--- src/rtl/controller_responder_if.sv ---
// Console-side link bundle for the controller responder: the button and pin inputs plus the pad outputs.
// The master modport is the console/board side and the slave modport is the pad side.
interface controller_responder_if;
  logic [7:0] buttons_B;
  logic       controller_latch;
  logic       controller_clk;
  logic       controller_data_B;
  logic       busy;
  logic       poll_done;
  logic       overrun;

  modport master (
    output buttons_B, controller_latch, controller_clk,
    input  controller_data_B, busy, poll_done, overrun
  );
  modport slave (
    input  buttons_B, controller_latch, controller_clk,
    output controller_data_B, busy, poll_done, overrun
  );
endinterface

--- src/rtl/controller_responder.sv ---
// 4021-style serial pad responder: synchronizes the latch and clk pins and shifts 8 active-low buttons MSB-first.
// Optional button debounce is enabled with the macro CONTROLLER_RESPONDER__DEBOUNCE_EN.
`ifdef CONTROLLER_RESPONDER__DEBOUNCE_EN
module controller_responder_debounce #(
  parameter int DEBOUNCE_CYCLES = 16
) (
  input  logic clk_1,
  input  logic rst,
  input  logic din,
  output logic dout
);
  localparam int CW = $clog2(DEBOUNCE_CYCLES + 1);
  logic [CW-1:0] cnt;

  // The counter tracks consecutive samples that disagree with the accepted level.
  always_ff @(posedge clk_1 or posedge rst) begin
    if (rst) begin
      cnt  <= '0;
      dout <= 1'b1;
    end else if (din == dout) begin
      cnt <= '0;
    end else if (cnt == CW'(DEBOUNCE_CYCLES - 1)) begin
      cnt  <= '0;
      dout <= din;
    end else begin
      cnt <= cnt + 1'b1;
    end
  end
endmodule
`endif

module controller_responder #(
  parameter int   SYNC_STAGES     = 2,
  parameter int   DEBOUNCE_CYCLES = 16,
  parameter logic FILL_B          = 1'b1
) (
  input  logic                   clk_1,
  input  logic                   rst,
  controller_responder_if.slave  bus
);
  typedef enum logic [1:0] {IDLE, LOAD, SHIFT, DONE} state_t;

  logic [SYNC_STAGES-1:0]      latch_sync, clk_sync;
  logic [SYNC_STAGES-1:0][7:0] btn_sync;
  logic                        latch_d, clk_d;
  logic                        latch_s, clk_s, latch_fall, clk_rise;
  logic [7:0]                  btn_s, btn_cap;

  state_t     state;
  logic [7:0] shift_reg;
  logic [3:0] bit_cnt;
  logic       data_b, busy, poll_done, overrun;

  always_ff @(posedge clk_1 or posedge rst) begin
    if (rst) begin
      latch_sync <= '0;
      clk_sync   <= '0;
      btn_sync   <= {SYNC_STAGES{8'hFF}};
      latch_d    <= 1'b0;
      clk_d      <= 1'b0;
    end else begin
      latch_sync <= {latch_sync[SYNC_STAGES-2:0], bus.controller_latch};
      clk_sync   <= {clk_sync[SYNC_STAGES-2:0], bus.controller_clk};
      btn_sync   <= {btn_sync[SYNC_STAGES-2:0], bus.buttons_B};
      latch_d    <= latch_s;
      clk_d      <= clk_s;
    end
  end

  assign latch_s    = latch_sync[SYNC_STAGES-1];
  assign clk_s      = clk_sync[SYNC_STAGES-1];
  assign btn_s      = btn_sync[SYNC_STAGES-1];
  assign latch_fall = latch_d & ~latch_s;
  assign clk_rise   = clk_s & ~clk_d;

`ifdef CONTROLLER_RESPONDER__DEBOUNCE_EN
  for (genvar i = 0; i < 8; i++) begin : g_db
    controller_responder_debounce #(.DEBOUNCE_CYCLES(DEBOUNCE_CYCLES)) u_db (
      .clk_1 (clk_1),
      .rst   (rst),
      .din   (btn_s[i]),
      .dout  (btn_cap[i])
    );
  end
`else
  assign btn_cap = btn_s;
`endif

  // A high latch level outranks a clk edge in the same cycle, so an abort drops that edge.
  always_ff @(posedge clk_1 or posedge rst) begin
    if (rst) begin
      state     <= IDLE;
      shift_reg <= 8'hFF;
      bit_cnt   <= '0;
      data_b    <= 1'b1;
      busy      <= 1'b0;
      poll_done <= 1'b0;
      overrun   <= 1'b0;
    end else begin
      poll_done <= 1'b0;
      unique case (state)
        IDLE: begin
          data_b <= shift_reg[7];
          if (latch_s) state <= LOAD;
        end
        LOAD: begin
          shift_reg <= btn_cap;
          data_b    <= btn_cap[7];
          if (latch_fall) begin
            state   <= SHIFT;
            busy    <= 1'b1;
            bit_cnt <= '0;
          end
        end
        SHIFT: begin
          if (latch_s) begin
            overrun <= 1'b1;
            busy    <= 1'b0;
            state   <= LOAD;
          end else if (clk_rise) begin
            shift_reg <= {shift_reg[6:0], FILL_B};
            data_b    <= shift_reg[6];
            bit_cnt   <= bit_cnt + 4'd1;
            if (bit_cnt == 4'd7) begin
              poll_done <= 1'b1;
              busy      <= 1'b0;
              state     <= DONE;
            end
          end
        end
        DONE: begin
          data_b <= FILL_B;
          if (latch_s) state <= LOAD;
          else if (clk_rise) shift_reg <= {shift_reg[6:0], FILL_B};
        end
        default: state <= IDLE;
      endcase
    end
  end

  assign bus.controller_data_B = data_b;
  assign bus.busy              = busy;
  assign bus.poll_done         = poll_done;
  assign bus.overrun           = overrun;
endmodule

--- src/flat_wrapper.sv ---
// flat-port wrapper written by rule: the top's interface ports become plain ports
module controller_responder_flat 
#(
  parameter int   SYNC_STAGES     = 2,
  parameter int   DEBOUNCE_CYCLES = 16,
  parameter logic FILL_B          = 1'b1
)
  (clk_1, rst, bus_buttons_B, bus_controller_latch, bus_controller_clk, bus_controller_data_B, bus_busy, bus_poll_done, bus_overrun);
  controller_responder_if bus_i ();
  input  logic clk_1;
  input  logic rst;
  input wire logic [$bits(bus_i.buttons_B)-1:0] bus_buttons_B;
  input wire logic [$bits(bus_i.controller_latch)-1:0] bus_controller_latch;
  input wire logic [$bits(bus_i.controller_clk)-1:0] bus_controller_clk;
  output wire logic [$bits(bus_i.controller_data_B)-1:0] bus_controller_data_B;
  output wire logic [$bits(bus_i.busy)-1:0] bus_busy;
  output wire logic [$bits(bus_i.poll_done)-1:0] bus_poll_done;
  output wire logic [$bits(bus_i.overrun)-1:0] bus_overrun;
  assign bus_i.buttons_B = bus_buttons_B;
  assign bus_i.controller_latch = bus_controller_latch;
  assign bus_i.controller_clk = bus_controller_clk;
  assign bus_controller_data_B = bus_i.controller_data_B;
  assign bus_busy = bus_i.busy;
  assign bus_poll_done = bus_i.poll_done;
  assign bus_overrun = bus_i.overrun;
  controller_responder #(.SYNC_STAGES(SYNC_STAGES), .DEBOUNCE_CYCLES(DEBOUNCE_CYCLES), .FILL_B(FILL_B)) u_core (.clk_1(clk_1), .rst(rst), .bus(bus_i));
endmodule
--- config.mk ---
export PLATFORM = sky130hd
export DESIGN_NAME = controller_responder_flat
export DESIGN_NICKNAME = d
export VERILOG_FILES = /design/src/rtl/controller_responder_if.sv /design/src/rtl/controller_responder.sv /design/src/flat_wrapper.sv
export SDC_FILE = /design/constraint.sdc
export NUM_CORES = 1
export LEC_CHECK = 0
export CAP_MARGIN = 10
export CORE_UTILIZATION = 44
export CTS_CLUSTER_SIZE = 25
export DETAILED_ROUTE_END_ITERATION = 7
export SLEW_MARGIN = 10
export SYNTH_ARGS = -nofsm -noshare
export SYNTH_HDL_FRONTEND = slang
export SYNTH_SLANG_ARGS = --single-unit
--- constraint.sdc ---
create_clock -name clk_1 -period 5.66 [get_ports clk_1]
set_input_delay 0.566 -clock clk_1 [delete_from_list [all_inputs] [get_ports clk_1]]
set_output_delay 0.566 -clock clk_1 [all_outputs]
set_load 0.1 [all_outputs]
==> results.sh <==
export IMPL_grtUsageTotal_pct=15.4
export IMPL_via_per_inst=5.06
export IMPL_maxSlewViolCount=0
export IMPL_worst_path_dominant_cell_family="buffers and inverters"
export IMPL_cp_end_kind="output port"
export IMPL_wl_met2_um=1200
export IMPL_synthToLayoutAreaGrowth_pct=17.7
export IMPL_root_buffer="clkbuf_4"
export IMPL_top_layer="met4"
export IMPL_postRouteAntennaNets=0
export IMPL_synth_cell_types=28
export IMPL_reg2reg_depth=6
export IMPL_route_detailed_drc=0
export IMPL_met1Wirelength_um=1080
export IMPL_maxSlewHeadroom_pct=35.3
export IMPL_num_rows=21
export IMPL_required_ns=5.09
export IMPL_critPathMaxFanout=2
export IMPL_first_pass_iters=4
export IMPL_layout_cells_non_filler=187
export IMPL_dieArea_um2=3820
export IMPL_hp_class="reg2reg"
export IMPL_cts_sinks=40
export IMPL_synth_warnings=0
export IMPL_r2r_start="u_core.state[0]"
export IMPL_synth_top_area_share_pct=41.7
export IMPL_crit_type="reg2out"
export IMPL_routed_wire_length_per_instance_um=12.9
export IMPL_final_hold_viol_count=0
export IMPL_synthMuxAreaShare_pct=7.07
export IMPL_min_from="u_core.btn_sync[7]"
export IMPL_netlist_top_cell_by_area="dfstp_2"
export IMPL_cp_startpoint="u_core.bus.controller_data_B"
export IMPL_port_buffers=15
export IMPL_dpl_hpwl_um=1710
export IMPL_nFillCells=282
export IMPL_cts_tree="yes"
export IMPL_total_power_uw=960
export IMPL_synth_fa_ha_area_share_pct=4.77
export IMPL_period_share_pct=45.3
export IMPL_n_antenna_cell=0
export IMPL_status="completed"
export IMPL_syn_cell_area_um2=1580
export IMPL_die_h_um=61.8
export IMPL_syn_num_nets=138
export IMPL_final_cell_mix="dfstp_2 (25), clkdlybuf4s50_1 (15), dfrtp_1 (15)"
export IMPL_rr_endpoint="u_core.bit_cnt[3]"
export IMPL_fin_crit_ns=2.56
export IMPL_cp_slowest_stage_delay_ns=1.12
export IMPL_dr_wl_met3_um=70
export IMPL_cts_buffers=5
export IMPL_synth_xor_area_share_pct=0
export IMPL_setup_violations=0
export IMPL_worst_path_buf_inv=1
export IMPL_final_common_cell="dfstp_2"
export IMPL_vias=947
export IMPL_synth_top_family_by_area="compound AO/OA/AOI/OAI gates"
export IMPL_ys_top_cells_by_area="dfstp_2 (42%), dfrtp_1 (24%), mux2i_1 (6.4%)"
export IMPL_hold_depth=0
export IMPL_powerDensity_nw_per_um2=517
export IMPL_ios=16
export IMPL_reg2reg_setup_slack_ns=3.59
export IMPL_drt_initial_drc_count=34
export IMPL_gp_congestion=0.784
export IMPL_dp_cells=179
export IMPL_die_w_um=61.8
export IMPL_p_leak_nw=0.779
export IMPL_grt_pass1_wl_um=4110
export IMPL_drive_above_1_share_pct=27.0
export IMPL_fin_tns_setup_ns=0
export IMPL_hold_end="u_core.btn_cap[7]"
export IMPL_synth_edf_count=0
export IMPL_cp_slowest_cell="clkdlybuf4s50_1"
export IMPL_drt_wl_total_um=2410
export IMPL_synth_seq_area_share_pct=65.5
export IMPL_clkLatencyLatePin_ns=0.34
export IMPL_clockBufferDepth=2
export IMPL_start_kind="flop"
export IMPL_core_area_um2=3390
export IMPL_worst_pin_slew_ns=0.968
export IMPL_synth_compound_area_share_pct=10.6
export IMPL_max_freq_ghz=0.390
export IMPL_ys_flop_type="dfstp_2"
export IMPL_synthCells=120
export IMPL_clk_pin_slew_worst_paths_ns=0.11
export IMPL_grt_overflow=0
export IMPL_ctsHoldBuffers=0
export IMPL_synth_seq_cells=40
export IMPL_crit_arrival_ns=2.00
export IMPL_grt_max_degree=41
export IMPL_syn_area_per_cell_um2=13.1
export IMPL_critical_path_cell_chain="clkdlybuf4s50_1"
export IMPL_nNetsFinal=158
export IMPL_start_util_pct=46.5
export IMPL_antenna_found_initial=0
export IMPL_peakVddDrop_v=0.000179
export IMPL_htree_levels=2
export IMPL_rsz0062_at_grt="no"
export IMPL_async_flop_share_pct=100
export IMPL_fin_worst_skew_ns=0.00805
export IMPL_maxCapViolCount=0
export IMPL_cts_repair_resized=0
export IMPL_yosys_area_share_simple_pct=9.45
export IMPL_grt_pass1_vias=941
export IMPL_post_cts_setup_buffers=0
==> per-stage QoR <==
stage                     worst slack (ns)  area, um^2  utilization [%]  hold slack, ns
after global placement                3.47        1770             52.2           0.331
after detailed placement              3.47        1770             52.2           0.339
after floorplan                       3.84        1580                -           0.331
after global routing                  3.04        1850             54.7           0.369
final                                 3.10        1850             54.7           0.362
after CTS                             3.08        1850             54.7           0.364
==> where the power goes <==
group | switching, mW | internal [mW] | total [mW]
clock | 0.0915 | 0.0882 | 0.180
sequential | 0.0358 | 0.372 | 0.408
combinational | 0.226 | 0.146 | 0.372
total | 0.353 | 0.607 | 0.960
==> cell families after synthesis <==
logic type	Yosys count
AOI/OAI and AO/OA	24
adders and majority gates	6
buffers and inverters	8
DFF	40
muxes	11
and+or+nand+nor	31
==> worst max-delay path by stage <==
stage                             to  depth (start not counted)
2_1_floorplan    u_core.shift_reg[1]                          8
3_3_place_gp   bus_controller_data_B                          1
3_5_place_dp   bus_controller_data_B                          1
4_1_cts        bus_controller_data_B                          1
5_1_grt        bus_controller_data_B                          1
6_report       bus_controller_data_B                          1
==> cell usage after synthesis, drive strengths merged, types with 2 or more instances <==
cell type  instances
dfstp             25
dfrtp             15
a21oi             10
mux2i             10
nor2              10
nand2              7
ha                 6
inv                5
o21ai              5
nand2b             4
nand3              4
buf                3
a221oi             2
or2                2
==> metal layers <==
metal	GRT usage (%)	vias to the layer above
li1	-	454
met5	0	-
met1	19.2	472
met3	4.35	8
met2	24.9	13
met4	7.62	0
==> layout make-up <==
type | instances | area (um^2) | area share, %
Sequential cell | 40 | 1030 | 55.7
Multi-Input combinational cell | 72 | 503 | 27.1
Timing Repair Buffer | 16 | 158 | 8.50
Clock buffer | 7 | 76.3 | 4.12
Tap cell | 46 | 57.6 | 3.10
Inverter | 5 | 18.8 | 1.01
Clock inverter | 1 | 8.76 | 0.472
Power figures use the tool's default switching activity.
